**config.mk**
```make
export PLATFORM = sky130hd
export DESIGN_NAME = instruction_fetch
export DESIGN_NICKNAME = d
export VERILOG_FILES = /design/src/rtl/instruction_fetch_pkg.sv /design/src/rtl/fetch_fifo.sv /design/src/rtl/instruction_fetch.sv
export SDC_FILE = /design/constraint.sdc
export NUM_CORES = 1
export LEC_CHECK = 0
export BUFFER_PORTS_ARGS = -buffer_cell sky130_fd_sc_hd__buf_2
export CAP_MARGIN = 20
export CORE_MARGIN = 2
export CORE_UTILIZATION = 55
export DETAILED_ROUTE_END_ITERATION = 16
export PLACE_DENSITY_LB_ADDON = 0.2
export SLEW_MARGIN = 20
export SYNTH_ARGS = -nofsm -noshare
export SYNTH_HDL_FRONTEND = slang
export SYNTH_HIERARCHICAL = 1
export SYNTH_SLANG_ARGS = --single-unit
```
**constraint.sdc**
```tcl
create_clock -name clk -period 19.8 [get_ports clk]
set_clock_uncertainty 0.2 [all_clocks]
set_input_delay 1.98 -clock clk [delete_from_list [all_inputs] [get_ports clk]]
set_output_delay 1.98 -clock clk [all_outputs]
set_load 0.02 [all_outputs]
```
**src/rtl/instruction_fetch_pkg.sv**
```systemverilog
// Shared constants and types for the instruction fetch front end.
package instruction_fetch_pkg;

  localparam int XLEN       = 32;
  localparam int INST_BYTES = 4;
  localparam logic [XLEN-1:0] INST_NOP = 32'h0000_0013;

  typedef struct packed {
    logic [XLEN-1:0] pc;
    logic [XLEN-1:0] inst;
  } fetch_entry_t;

  function automatic logic [XLEN-1:0] align_word(input logic [XLEN-1:0] addr);
    return {addr[XLEN-1:2], 2'b00};
  endfunction

endpackage

```
**src/rtl/fetch_fifo.sv**
```systemverilog
// Synchronous first-word-fall-through FIFO with flush; head is visible while non-empty.
module fetch_fifo #(
  parameter  int DEPTH = 2,
  parameter  int WIDTH = 32,
  localparam int CNT_W = $clog2(DEPTH + 1)
) (
  input  logic             clk,
  input  logic             rst,
  input  logic             push,
  input  logic             pop,
  input  logic             clear,
  input  logic [WIDTH-1:0] din,
  output logic [WIDTH-1:0] dout,
  output logic [CNT_W-1:0] count,
  output logic             full,
  output logic             empty
);

  localparam int PTR_W = $clog2(DEPTH);

  logic [WIDTH-1:0] mem_q [DEPTH];
  logic [PTR_W-1:0] wr_ptr_q, wr_ptr_d;
  logic [PTR_W-1:0] rd_ptr_q, rd_ptr_d;
  logic [CNT_W-1:0] count_q, count_d;
  logic             do_push, do_pop;

  always_comb begin
    do_pop   = pop && (count_q != '0);
    // A full FIFO still accepts a push when its head leaves in the same cycle.
    do_push  = push && ((count_q != CNT_W'(DEPTH)) || do_pop);
    wr_ptr_d = wr_ptr_q;
    rd_ptr_d = rd_ptr_q;
    count_d  = count_q;
    if (clear) begin
      wr_ptr_d = '0;
      rd_ptr_d = '0;
      count_d  = '0;
    end else begin
      if (do_push) wr_ptr_d = wr_ptr_q + PTR_W'(1);
      if (do_pop)  rd_ptr_d = rd_ptr_q + PTR_W'(1);
      case ({do_push, do_pop})
        2'b10:   count_d = count_q + CNT_W'(1);
        2'b01:   count_d = count_q - CNT_W'(1);
        default: count_d = count_q;
      endcase
    end
  end

  // NOTE: non-blocking assignments in clocked blocks so every flop samples pre-edge values.
  always_ff @(posedge clk or posedge rst) begin
    if (rst) begin
      wr_ptr_q <= '0;
      rd_ptr_q <= '0;
      count_q  <= '0;
    end else begin
      wr_ptr_q <= wr_ptr_d;
      rd_ptr_q <= rd_ptr_d;
      count_q  <= count_d;
    end
  end

  // NOTE: storage is deliberately not reset; count_q alone decides which entries are live.
  always_ff @(posedge clk) begin
    if (do_push && !clear) mem_q[wr_ptr_q] <= din;
  end

  assign dout  = mem_q[rd_ptr_q];
  assign count = count_q;
  assign full  = (count_q == CNT_W'(DEPTH));
  assign empty = (count_q == '0);

endmodule

```
**src/rtl/instruction_fetch.sv**
```systemverilog
// Fetch stage: credit-limited imem requests, in-order responses, buffered hand-off to decode.
module instruction_fetch
  import instruction_fetch_pkg::*;
#(
  parameter logic [31:0] RESET_PC   = 32'h0000_0000,
  parameter int          FIFO_DEPTH = 2
) (
  input  logic        clk,
  input  logic        rst,
  output logic        imem_req_valid,
  input  logic        imem_req_ready,
  output logic [31:0] imem_req_addr,
  input  logic        imem_resp_valid,
  input  logic [31:0] imem_resp_data,
  input  logic        redirect_valid,
  input  logic [31:0] redirect_target,
  output logic        inst_valid,
  input  logic        inst_ready,
  output logic [31:0] inst_data,
  output logic [31:0] inst_pc
);

  localparam int CNT_W = $clog2(FIFO_DEPTH + 1);

  logic [XLEN-1:0]  fetch_pc_q, fetch_pc_d;
  logic [CNT_W-1:0] drop_cnt_q, drop_cnt_d;

  logic [CNT_W-1:0] pend_count, ifq_count;
  logic [XLEN-1:0]  pend_head;
  logic             pend_full, pend_empty, ifq_full, ifq_empty;
  fetch_entry_t     ifq_din, ifq_head;
  logic [CNT_W:0]   used_credits;
  logic             req_fire, resp_keep, ifq_pop;
  logic             unused_flags;

  // Every in-flight request owns a buffer slot, so responses never need backpressure.
  assign used_credits   = {1'b0, pend_count} + {1'b0, ifq_count};
  assign imem_req_valid = !rst && !redirect_valid && (used_credits < (CNT_W + 1)'(FIFO_DEPTH));
  assign imem_req_addr  = fetch_pc_q;
  assign req_fire       = imem_req_valid && imem_req_ready;

  assign resp_keep = imem_resp_valid && (drop_cnt_q == '0) && !redirect_valid;
  assign ifq_din   = '{pc: pend_head, inst: imem_resp_data};
  assign ifq_pop   = inst_valid && inst_ready && !redirect_valid;

  always_comb begin
    fetch_pc_d = fetch_pc_q;
    drop_cnt_d = drop_cnt_q;
    if (redirect_valid) begin
      fetch_pc_d = align_word(redirect_target);
      // Everything still in flight is stale, except a response consumed this very cycle.
      drop_cnt_d = pend_count - CNT_W'(imem_resp_valid);
    end else begin
      if (req_fire) fetch_pc_d = fetch_pc_q + XLEN'(INST_BYTES);
      if (imem_resp_valid && (drop_cnt_q != '0)) drop_cnt_d = drop_cnt_q - CNT_W'(1);
    end
  end

  always_ff @(posedge clk or posedge rst) begin
    if (rst) begin
      fetch_pc_q <= RESET_PC;
      drop_cnt_q <= '0;
    end else begin
      fetch_pc_q <= fetch_pc_d;
      drop_cnt_q <= drop_cnt_d;
    end
  end

  fetch_fifo #(.DEPTH(FIFO_DEPTH), .WIDTH(XLEN)) u_pend_q (
    .clk   (clk),
    .rst   (rst),
    .push  (req_fire),
    .pop   (imem_resp_valid),
    .clear (1'b0),
    .din   (fetch_pc_q),
    .dout  (pend_head),
    .count (pend_count),
    .full  (pend_full),
    .empty (pend_empty)
  );

  fetch_fifo #(.DEPTH(FIFO_DEPTH), .WIDTH($bits(fetch_entry_t))) u_inst_q (
    .clk   (clk),
    .rst   (rst),
    .push  (resp_keep),
    .pop   (ifq_pop),
    .clear (redirect_valid),
    .din   (ifq_din),
    .dout  (ifq_head),
    .count (ifq_count),
    .full  (ifq_full),
    .empty (ifq_empty)
  );

  assign inst_valid = !ifq_empty;
  assign inst_data  = ifq_empty ? '0 : ifq_head.inst;
  assign inst_pc    = ifq_empty ? '0 : ifq_head.pc;

  assign unused_flags = ^{pend_full, pend_empty, ifq_full};

endmodule

```
==> results.md, run 1 <==
* Hold WS at 0.363 ns
* Total grt overflow at 0
* Final slew viol count at 0
* Setup crit start kind: input pin
* Initial antenna violation count at 0
* Post-Syn Instances at 658
* Mapped Area at 9860 um^2
* H-tree levels at 1
* Peak supply drop at about 76 uV
* CTS tree: yes
* Reg-to-Reg End: u_pend_q/mem_q[0][25]$_DFFE_PP_
* Num CTS Buffers at 24
* Area Overhead vs Synth at 18.7%
* Pin count of the biggest net entering global routing at 66
* Commonest non-fill, non-tap cell in the layout: edfxtp_1
* Starting Density at 56.6%
* RePlAce Congestion at 0.865
* CTS Hold Bufs at 0
* FMAX at 190 MHz
* Final net count at a little over 900
* Final WL at 19900 um
* I/O pin total at 168
* Max-cap viol count at 0
* Final Hold Vio Count at 0
* Number of buffers added on ports at roughly 160
* GR Layer Usage met3 at 4.31%
* Hold Path Sink: u_inst_q/mem_q[0][46]$_DFFE_PP_
* RSZ-0062 raised after global routing: no
* Final TNS setup at 0 ns
* Worst-path maximum fanout at 42
* CP required at roughly 18 ns
* Wire per inst at 18.5 um
* DIE HEIGHT at 138 um
* Root buffer cell: clkbuf_16
* Ys Warns at 6
* Worst-path clk slew at ~0.060 ns
* First-pass GRT wire length at 30700 um
* Detailed Place HPWL at 13100 um
* CTS Sinks at about 230
* GR met1 Demand/Resource at approximately a quarter
* DRC Markers at 0
* Share of layout cells above drive strength 1 at a little under two fifths
* CP startpoint: redirect_valid
* Initial DRC Count at 478
* Hold_sp: u_pend_q/mem_q[0][14]$_DFFE_PP_
* Finished Layout Cells at 1075
* Dpl cells at around 1000
* Total number of vias at 6112
* Fillers at 1261
* Vias in the first global route at 6074
* Static Leak at about 0.0044 uW
* Setup violators final at 0
* Commonest cells after routing, fill and taps aside: 192 x edfxtp_1, 163 x buf_2, 96 x mux2_2, 64 x nor2b_1, 39 x dfrtp_1
* Signal arrival time at the worst endpoint at 3.09 ns
* GRT Max-Usage Layer: met2
* Avg Synthesized Cell Area at 15.0 um^2
* Max Buffers Root-to-Sink at 3
* Global Route met2 Usage at a little over a third
* Critical R2R Launch: u_inst_q/count[0]$_DFFE_PP0P_
* Crit end category: output port
* Row count at between 40 and 50
* Setup bufs post-CTS at 0
* Measured slew at the worst slew-check pin at ~1.1 ns
* Total track usage at 20.7%
* ANT nets after route at 0
* Tmin final at approximately 5.3 ns
* FF-to-FF setup slack at 15.38 ns
* Antenna cells at 0
* Crit path kind: input pin to output port
* Core outline area at about 17000 um^2
* Pwr Density at 91.5 nW/um^2
* Path depth of the worst reg2reg path at 8
* Crit share post-route at 26.6%
* Drt pass-1 iters at 4
* Slew HR at between 20 and 30%
* Status: complete, no violations
* Hold Path Depth at 1
* Routed vias/inst at 5.69
* Die area at about 19000 um^2
* Clock insertion delay at the later pin of the skew report at roughly 0.50 ns
* Number of gates resized after cts at 0
* Die X at roughly 140 um
* Min-Delay Path Class: flop to flop
## worst max-delay path by stage
stage                                      end  slack, ns  depth (start not counted)
2_1_floorplan   u_inst_q/mem_q[0][0]$_DFFE_PP_      11.66                          7
5_1_grt        u_pend_q/mem_q[0][25]$_DFFE_PP_      14.38                          8
3_3_place_gp   u_pend_q/mem_q[0][24]$_DFFE_PP_      14.24                          8
4_1_cts                         imem_req_valid      14.54                          4
3_5_place_dp   u_pend_q/mem_q[0][25]$_DFFE_PP_      14.10                          8
6_report                        imem_req_valid      14.53                          4
## routing by layer
| layer | share of wire, % | vias to the layer above |
|---|---|---|
| met5 | 0 | - |
| met4 | 2.2 | 0 |
| met3 | 7.5 | 38 |
| met2 | 50 | 242 |
| met1 | 41 | 3000 |
| li1 | - | 2832 |
## report_power, final
part	total, uW	switching (uW)	internal, uW
combinational	80.4	50.1	30.3
clock	428	170	257
sequential	562	17.5	544
total	1070	238	832
## registers in the layout (all words and copies together), names as in the netlist
register and cells:
u_inst_q/mem_q 128, u_pend_q/mem_q 64, imem_req_addr 30, drop_cnt_q 2, u_inst_q/count 2, u_pend_q/count 2, u_inst_q/rd_ptr_q 1, u_inst_q/wr_ptr_q 1
u_pend_q/rd_ptr_q 1, u_pend_q/wr_ptr_q 1
## cell type report
| cell class | count | area, um^2 | area share [%] |
|---|---|---|---|
| Clock buffer | 32 | 693 | 5.93 |
| Timing Repair Buffer | 171 | 876 | 7.49 |
| Sequential cell | 232 | 6770 | 57.9 |
| Tap cell | 225 | 282 | 2.41 |
| Clock inverter | 12 | 76.3 | 0.652 |
| Multi-Input combinational cell | 387 | 2940 | 25.2 |
| Inverter | 16 | 60.1 | 0.513 |
## stage by stage
stage / power (uW) / util [%] / setup WS (ns) / instance area (um^2)
after global placement: 648 / 62.7 / 14.24 / 10900
final: 1070 / 67.2 / 14.53 / 11700
after detailed placement: 652 / 62.7 / 14.10 / 10900
after CTS: 1080 / 67.2 / 14.54 / 11700
after floorplan: 617 / - / 11.66 / 9900
after global routing: 1110 / 67.2 / 14.38 / 11700
## worst max-delay path, stage by stage
cell,delay [ns]
buf_2,0.09
buf_4,0.27
nor4_4,0.48
buf_2,0.24
Note: power is estimated with default switching activity, not from simulation.
==> inputs of run 2 (changes only) <==
CORE_UTILIZATION = 51   (was 55)
clock period = 4.6 ns   (was 19.8 ns; I/O delays follow)
==> results.md, run 2 (synthesis results as in run 1) <==
* First-pass GRT wire length at 32700 um (was 30700 um)
* Commonest cells after routing, fill and taps aside: 192 x edfxtp_1, 163 x buf_2, 96 x mux2_2, 64 x nor2b_1, 44 x dlygate4sd3_1 (was 192 x edfxtp_1, 163 x buf_2, 96 x mux2_2, 64 x nor2b_1, 39 x dfrtp_1)
* Pwr Density at 380 nW/um^2 (was 91.5 nW/um^2)
* Fillers at 1400 (was 1261)
* Wire per inst at 18.4 um (was 18.5 um)
* Total grt overflow at 0 (unchanged)
* Final WL at 21300 um (was 19900 um)
* Setup ws final at 1.09 ns (was 14.53 ns)
* Detailed Place HPWL at 13300 um (was 13100 um)
* Share of layout cells above drive strength 1 at 36.2% (was 37.4%)
* Largest register FFs at 128 (unchanged)
* Die X at 143 um (was 138 um)
* Setup violators final at 0 (unchanged)
* Final TNS setup at 0 ns (unchanged)
* H-tree levels at 1 (unchanged)
* CTS tree: yes (unchanged)
* Hold WS at 0.0172 ns (was 0.363 ns)
* DRC Markers at 0 (unchanged)
* Final Hold Vio Count at 0 (unchanged)
* CP required at 4.52 ns (was 17.62 ns)
* Setup bufs post-CTS at 0 (unchanged)
* Initial DRC Count at 292 (was 478)
* Die area at 20500 um^2 (was 19000 um^2)
* Setup crit start kind: flop (was input pin)
* Signal arrival time at the worst endpoint at 3.43 ns (was 3.09 ns)
* Max Buffers Root-to-Sink at 3 (unchanged)
* Crit end category: flop (was output port)
* Total track usage at 20.5% (was 20.7%)
* Finished Cell Area at 12200 um^2 (was 11700 um^2)
* ANT nets after route at 0 (unchanged)
* RSZ-0062 raised after global routing: no (unchanged)
* Area Overhead vs Synth at 24.2% (was 18.7%)
* Starting Density at 52.3% (was 56.6%)
* CTS Hold Bufs at 44 (was 0)
* Static Leak at 0.00461 uW (was 0.00441 uW)
* Crit path kind: flop to flop (was input pin to output port)
* FMAX at ~290 MHz
* Core outline area at 18800 um^2 (was 17400 um^2)
* Number of gates resized after cts at 0 (unchanged)
* Worst-path clk slew at 0.06 ns (about the same)
* Tmin final at 3.51 ns
* Routed vias/inst at 5.50 (was 5.69)
* Worst-path maximum fanout at 32 (was 42)
* Total power at 4650 uW (was 1070 uW)
* Slew HR at 38.9% (was 28.4%)
* Post-place instance area at 11000 um^2 (was 10900 um^2)
* FF-to-FF setup slack at 1.09 ns (was 15.38 ns)
* Status: complete, no violations (unchanged)
* Measured slew at the worst slew-check pin at 0.917 ns (was 1.07 ns)
* Root buffer cell: clkbuf_16 (unchanged)
* Final slew viol count at 0 (unchanged)
* Number of buffers added on ports at 163 (unchanged)
* Largest reg by FF count: u_inst_q/mem_q (unchanged)
* Commonest non-fill, non-tap cell in the layout: edfxtp_1 (unchanged)
* I/O pin total at 168 (unchanged)
* Antenna cells at 0 (unchanged)
* Initial antenna violation count at 0 (unchanged)
* Pin count of the biggest net entering global routing at 65 (was 66)
* Total number of vias at 6361 (was 6112)
* Max-cap viol count at 0 (unchanged)
* Drt pass-1 iters at 4 (unchanged)
* Pre-CTS setup slack at 1.14 ns (was 14.10 ns)
* Final net count at 953 (was 906)
* Multi-input gate area at 2960 um^2 (was 2940 um^2)
* Min-Delay Path Class: input pin to flop (was flop to flop)
* Row count at 50 (was 48)
* DIE HEIGHT at 143 um (was 138 um)
* Num CTS Buffers at 24 (unchanged)
* Register Area at 6770 um^2 (unchanged)
* CTS Sinks at 232 (unchanged)
* Vias in the first global route at 6425 (was 6074)
* Clock insertion delay at the later pin of the skew report at 0.50 ns (about the same)
* Peak supply drop at 295 uV (was 75.8 uV)
* Crit share post-route at 76.2%
* RePlAce Congestion at 0.860 (was 0.865)
## run 2: cell count changes in the layout (fill, tap and decap cells not counted), moves of 2 or more
cell	delta
dlygate4sd3_1	+44
clkinv_1	-6
clkbuf_1	+4
buf_4	+2
nor3_2	-2
nor3_4	+2
## run 2: final timing paths
kind | from | endpoint | cells past startpoint
setup / recovery | u_inst_q/count[0]$_DFFE_PP0P_ | u_pend_q/mem_q[1][24]$_DFFE_PP_ | 6
hold / removal | redirect_target[26] | imem_req_addr[26]$_DFFE_PP0P_ | 3
setup reg to reg | u_inst_q/count[0]$_DFFE_PP0P_ | u_pend_q/mem_q[1][24]$_DFFE_PP_ | 6
hold reg to reg | imem_req_addr[31]$_DFFE_PP0P_ | u_pend_q/mem_q[1][31]$_DFFE_PP_ | 0
max in group asynchronous | rst | imem_req_addr[25]$_DFFE_PP0P_ | 4
min in group asynchronous | rst | drop_cnt_q[1]$_DFFE_PP0P_ | 3
## run 2: metal layers
metal,share of wire [%],global-route usage [%]
met1,40,26.3
met2,51,36.8
met3,6.3,2.92
met4,1.8,5.47
met5,0,0
## run 2: layout make-up
type | count | share of cell area [%]
repair buffers | 218 | 11.1
well taps | 260 | 2.66
clock inverters | 8 | 0.573
flip-flops and latches | 232 | 55.3
inverters | 16 | 0.491
clock buffers | 36 | 5.69
multi-input cells | 387 | 24.2
## run 2: worst max-delay path, cell delays in order (launching register included)
cell,delay (ns)
dfrtp_1,0.48
and2_1,0.19
fa_1,0.49
nor4_4,0.35
nand2_2,0.11
inv_2,0.38
and4b_2,0.91
## run 2: through the flow
step           std cells  utilization, %
6_report            1157            65.0
5_1_grt             1157            65.0
4_1_cts             1156            64.8
3_5_place_dp        1068            58.4
3_3_place_gp        1068            58.4
2_1_floorplan        669               -
## run 2: report_power, final
group          switching, uW  internal (uW)  leakage (uW)
Sequential              77.1           2340       0.00223
Clock                    745           1100      0.000375
Combinational            227            157       0.00200
==> inputs of run 3 (changes only) <==
clock period = 3.2 ns   (was 4.6 ns; I/O delays follow)
==> results.md, run 3 (synthesis results as in run 1) <==
* Share of layout cells above drive strength 1 at 35.9% (was 36.2%)
* Largest register FFs at 128 (unchanged)
* Signal arrival time at the worst endpoint at 3.10 ns (was 3.43 ns)
* Final WL at 21600 um (was 21300 um)
* Clock insertion delay at the later pin of the skew report at 0.51 ns (was 0.50 ns)
* Tmin final at 3.11 ns (was 3.51 ns)
* Static Leak at 0.00470 uW (was 0.00461 uW)
* Setup crit start kind: flop (unchanged)
* CP required at 3.19 ns (was 4.52 ns)
* Core Util, Final at 66.3% (was 65.0%)
* Detailed Place HPWL at 13000 um (was 13300 um)
* CP max-delay cell: fa_1 (was and4b_2)
* Seq pwr share at 51.7% (was 52.0%)
* Num CTS Buffers at 25 (was 24)
* Total grt overflow at 0 (unchanged)
* Status: complete, no violations (unchanged)
* Crit end category: flop (unchanged)
* Crit path kind: flop to flop (unchanged)
* Register Area at 6770 um^2 (unchanged)
* ANT nets after route at 0 (unchanged)
* Largest incremental delay on the critical path at 0.48 ns (was 0.91 ns)
* Dpl cells at 1072 (was 1068)
* Setup bufs post-CTS at 0 (unchanged)
* H-tree levels at 1 (unchanged)
* Row count at 50 (unchanged)
* Die area at 20500 um^2 (unchanged)
* FMAX at 321 MHz (was 285 MHz)
* Pwr Density at 537 nW/um^2 (was 380 nW/um^2)
* Final TNS setup at 0 ns (unchanged)
* Antenna cells at 0 (unchanged)
* Routed vias/inst at 5.40 (was 5.50)
* CTS Sinks at 232 (unchanged)
* Number of buffers added on ports at 163 (unchanged)
* Int Power at 5170 uW (was 3600 uW)
* Starting Density at 52.3% (unchanged)
* Die X at 143 um (unchanged)
* Total number of vias at 6375 (was 6361)
* Final Hold Vio Count at 0 (unchanged)
* Clock power share at 39.6% (was 39.7%)
* CTS tree: yes (unchanged)
* Hold WS at 0.0285 ns (was 0.0172 ns)
* Area Overhead vs Synth at 26.7% (was 24.2%)
* Worst-path clk slew at 0.06 ns (about the same)
* First-pass GRT wire length at 34000 um (was 32700 um)
* Commonest cells after routing, fill and taps aside: 192 x edfxtp_1, 163 x buf_2, 96 x mux2_2, 64 x nor2b_1, 63 x dlygate4sd3_1 (was 192 x edfxtp_1, 163 x buf_2, 96 x mux2_2, 64 x nor2b_1, 44 x dlygate4sd3_1)
* Setup violators final at 0 (unchanged)
* Initial DRC Count at 511 (was 292)
* RSZ-0062 raised after global routing: no (unchanged)
* Peak supply drop at 432 uV (was 295 uV)
* Initial antenna violation count at 0 (unchanged)
* Measured slew at the worst slew-check pin at 0.719 ns (was 0.917 ns)
* Worst-path maximum fanout at 15 (was 32)
* Max-cap viol count at 0 (unchanged)
* Post-place instance area at 11100 um^2 (was 11000 um^2)
* Finished Cell Area at 12500 um^2 (was 12200 um^2)
* Vias in the first global route at 6714 (was 6425)
* DRC Markers at 0 (unchanged)
* Drt pass-1 iters at 5 (was 4)
* Crit share post-route at 97.3% (was 76.2%)
* Root buffer cell: clkbuf_16 (unchanged)
* Net Sw Frac at 22.9% (was 22.6%)
* Commonest non-fill, non-tap cell in the layout: edfxtp_1 (unchanged)
* Total track usage at 21.3% (was 20.5%)
* Core outline area at 18800 um^2 (unchanged)
* Largest reg by FF count: u_inst_q/mem_q (unchanged)
* Slew HR at 52.0% (was 38.9%)
* Multi-input gate area at 2970 um^2 (was 2960 um^2)
* I/O pin total at 168 (unchanged)
* Pin count of the biggest net entering global routing at 65 (unchanged)
* Finished Layout Cells at 1181 (was 1157)
* Final slew viol count at 0 (unchanged)
* Final net count at 977 (was 953)
* DIE HEIGHT at 143 um (unchanged)
* Combinational power share at 8.7% (was 8.2%)
* Max Buffers Root-to-Sink at 3 (unchanged)
* RePlAce Congestion at 0.830 (was 0.860)
* Wire per inst at 18.3 um (was 18.4 um)
* Min-Delay Path Class: input pin to flop (unchanged)
* Crit-path cells: and2_1 > fa_1 > nor4_4 > nand2_2 > inv_2 > nand2_1 > nor3_4 > buf_4 (was and2_1 > fa_1 > nor4_4 > nand2_2 > inv_2 > and4b_2)
* Net Sw Power at 1540 uW (was 1050 uW)
* Fillers at 1336 (was 1400)
==> run 3: changes by cell type in the layout (fill, tap and decap cells not counted), sizes merged <==
cell / previous run / this run
clkinv: 6 / 10
buf: 174 / 178
clkbuf: 36 / 33
dlygate4sd3: 44 / 63
==> run 3: repair_timing <==
item	in CTS	in global routing
setup endpoints to repair	1	0
resized for setup	1	0
hold buffers	63	0
endpoints found under the hold margin	134	0
==> run 3: per-stage QoR <==
step           power (uW)  worst slack [ns]
6_report             6710            0.0864
5_1_grt              6960            0.0107
4_1_cts              6760             0.129
3_5_place_dp         4050           -0.0443
3_3_place_gp         4020             0.211
2_1_floorplan        3820            -0.228
==> run 3: layout make-up <==
type | count | area share (%)
Sequential cell | 232 | 54.2
Multi-Input combinational cell | 387 | 23.8
Timing Repair Buffer | 241 | 12.9
Clock buffer | 33 | 5.41
Tap cell | 260 | 2.60
Clock inverter | 12 | 0.661
Inverter | 16 | 0.501
==> run 3: final timing paths <==
| path | start | end | slack [ns] | depth (start not counted) |
|---|---|---|---|---|
| max | u_pend_q/count[0]$_DFFE_PP0P_ | u_pend_q/mem_q[0][16]$_DFFE_PP_ | 0.09 | 8 |
| min | redirect_valid | u_inst_q/rd_ptr_q$_DFFE_PP0P_ | 0.03 | 2 |
| max reg2reg | u_pend_q/count[0]$_DFFE_PP0P_ | u_pend_q/mem_q[0][16]$_DFFE_PP_ | 0.09 | 8 |
| min reg2reg | u_pend_q/mem_q[0][30]$_DFFE_PP_ | u_inst_q/mem_q[1][62]$_DFFE_PP_ | 0.36 | 1 |
| max in group asynchronous | rst | imem_req_addr[19]$_DFFE_PP0P_ | 2.18 | 4 |
| min in group asynchronous | rst | u_pend_q/count[1]$_DFFE_PP0P_ | 0.09 | 3 |
==> run 3: power by group through the flow <==
stage | Clock [uW] | Sequential, uW | Combinational, uW
CTS | 2710 | 3470 | 581
finish | 2660 | 3470 | 580
global placement | 0 | 3520 | 502
floorplan | 0 | 3550 | 273
detailed placement | 0 | 3530 | 518
global route | 2850 | 3480 | 632
==> run 3: critical path, delay by kind of cell (launching register included) <==
family	cells	cell delay, ns
and+or+nand+nor	5	1.18
adders and majority gates	1	0.48
buffers and inverters	2	0.47
DFF	1	0.46
==> run 3: layer usage <==
layer / up-vias / global-route usage, % / wire length, um
li1: 2973 / - / -
met1: 3109 / 26.8 / 8920
met2: 259 / 37.0 / 10700
met3: 34 / 3.99 / 1540
met4: 0 / 7.14 / 435
met5: - / 0 / 0
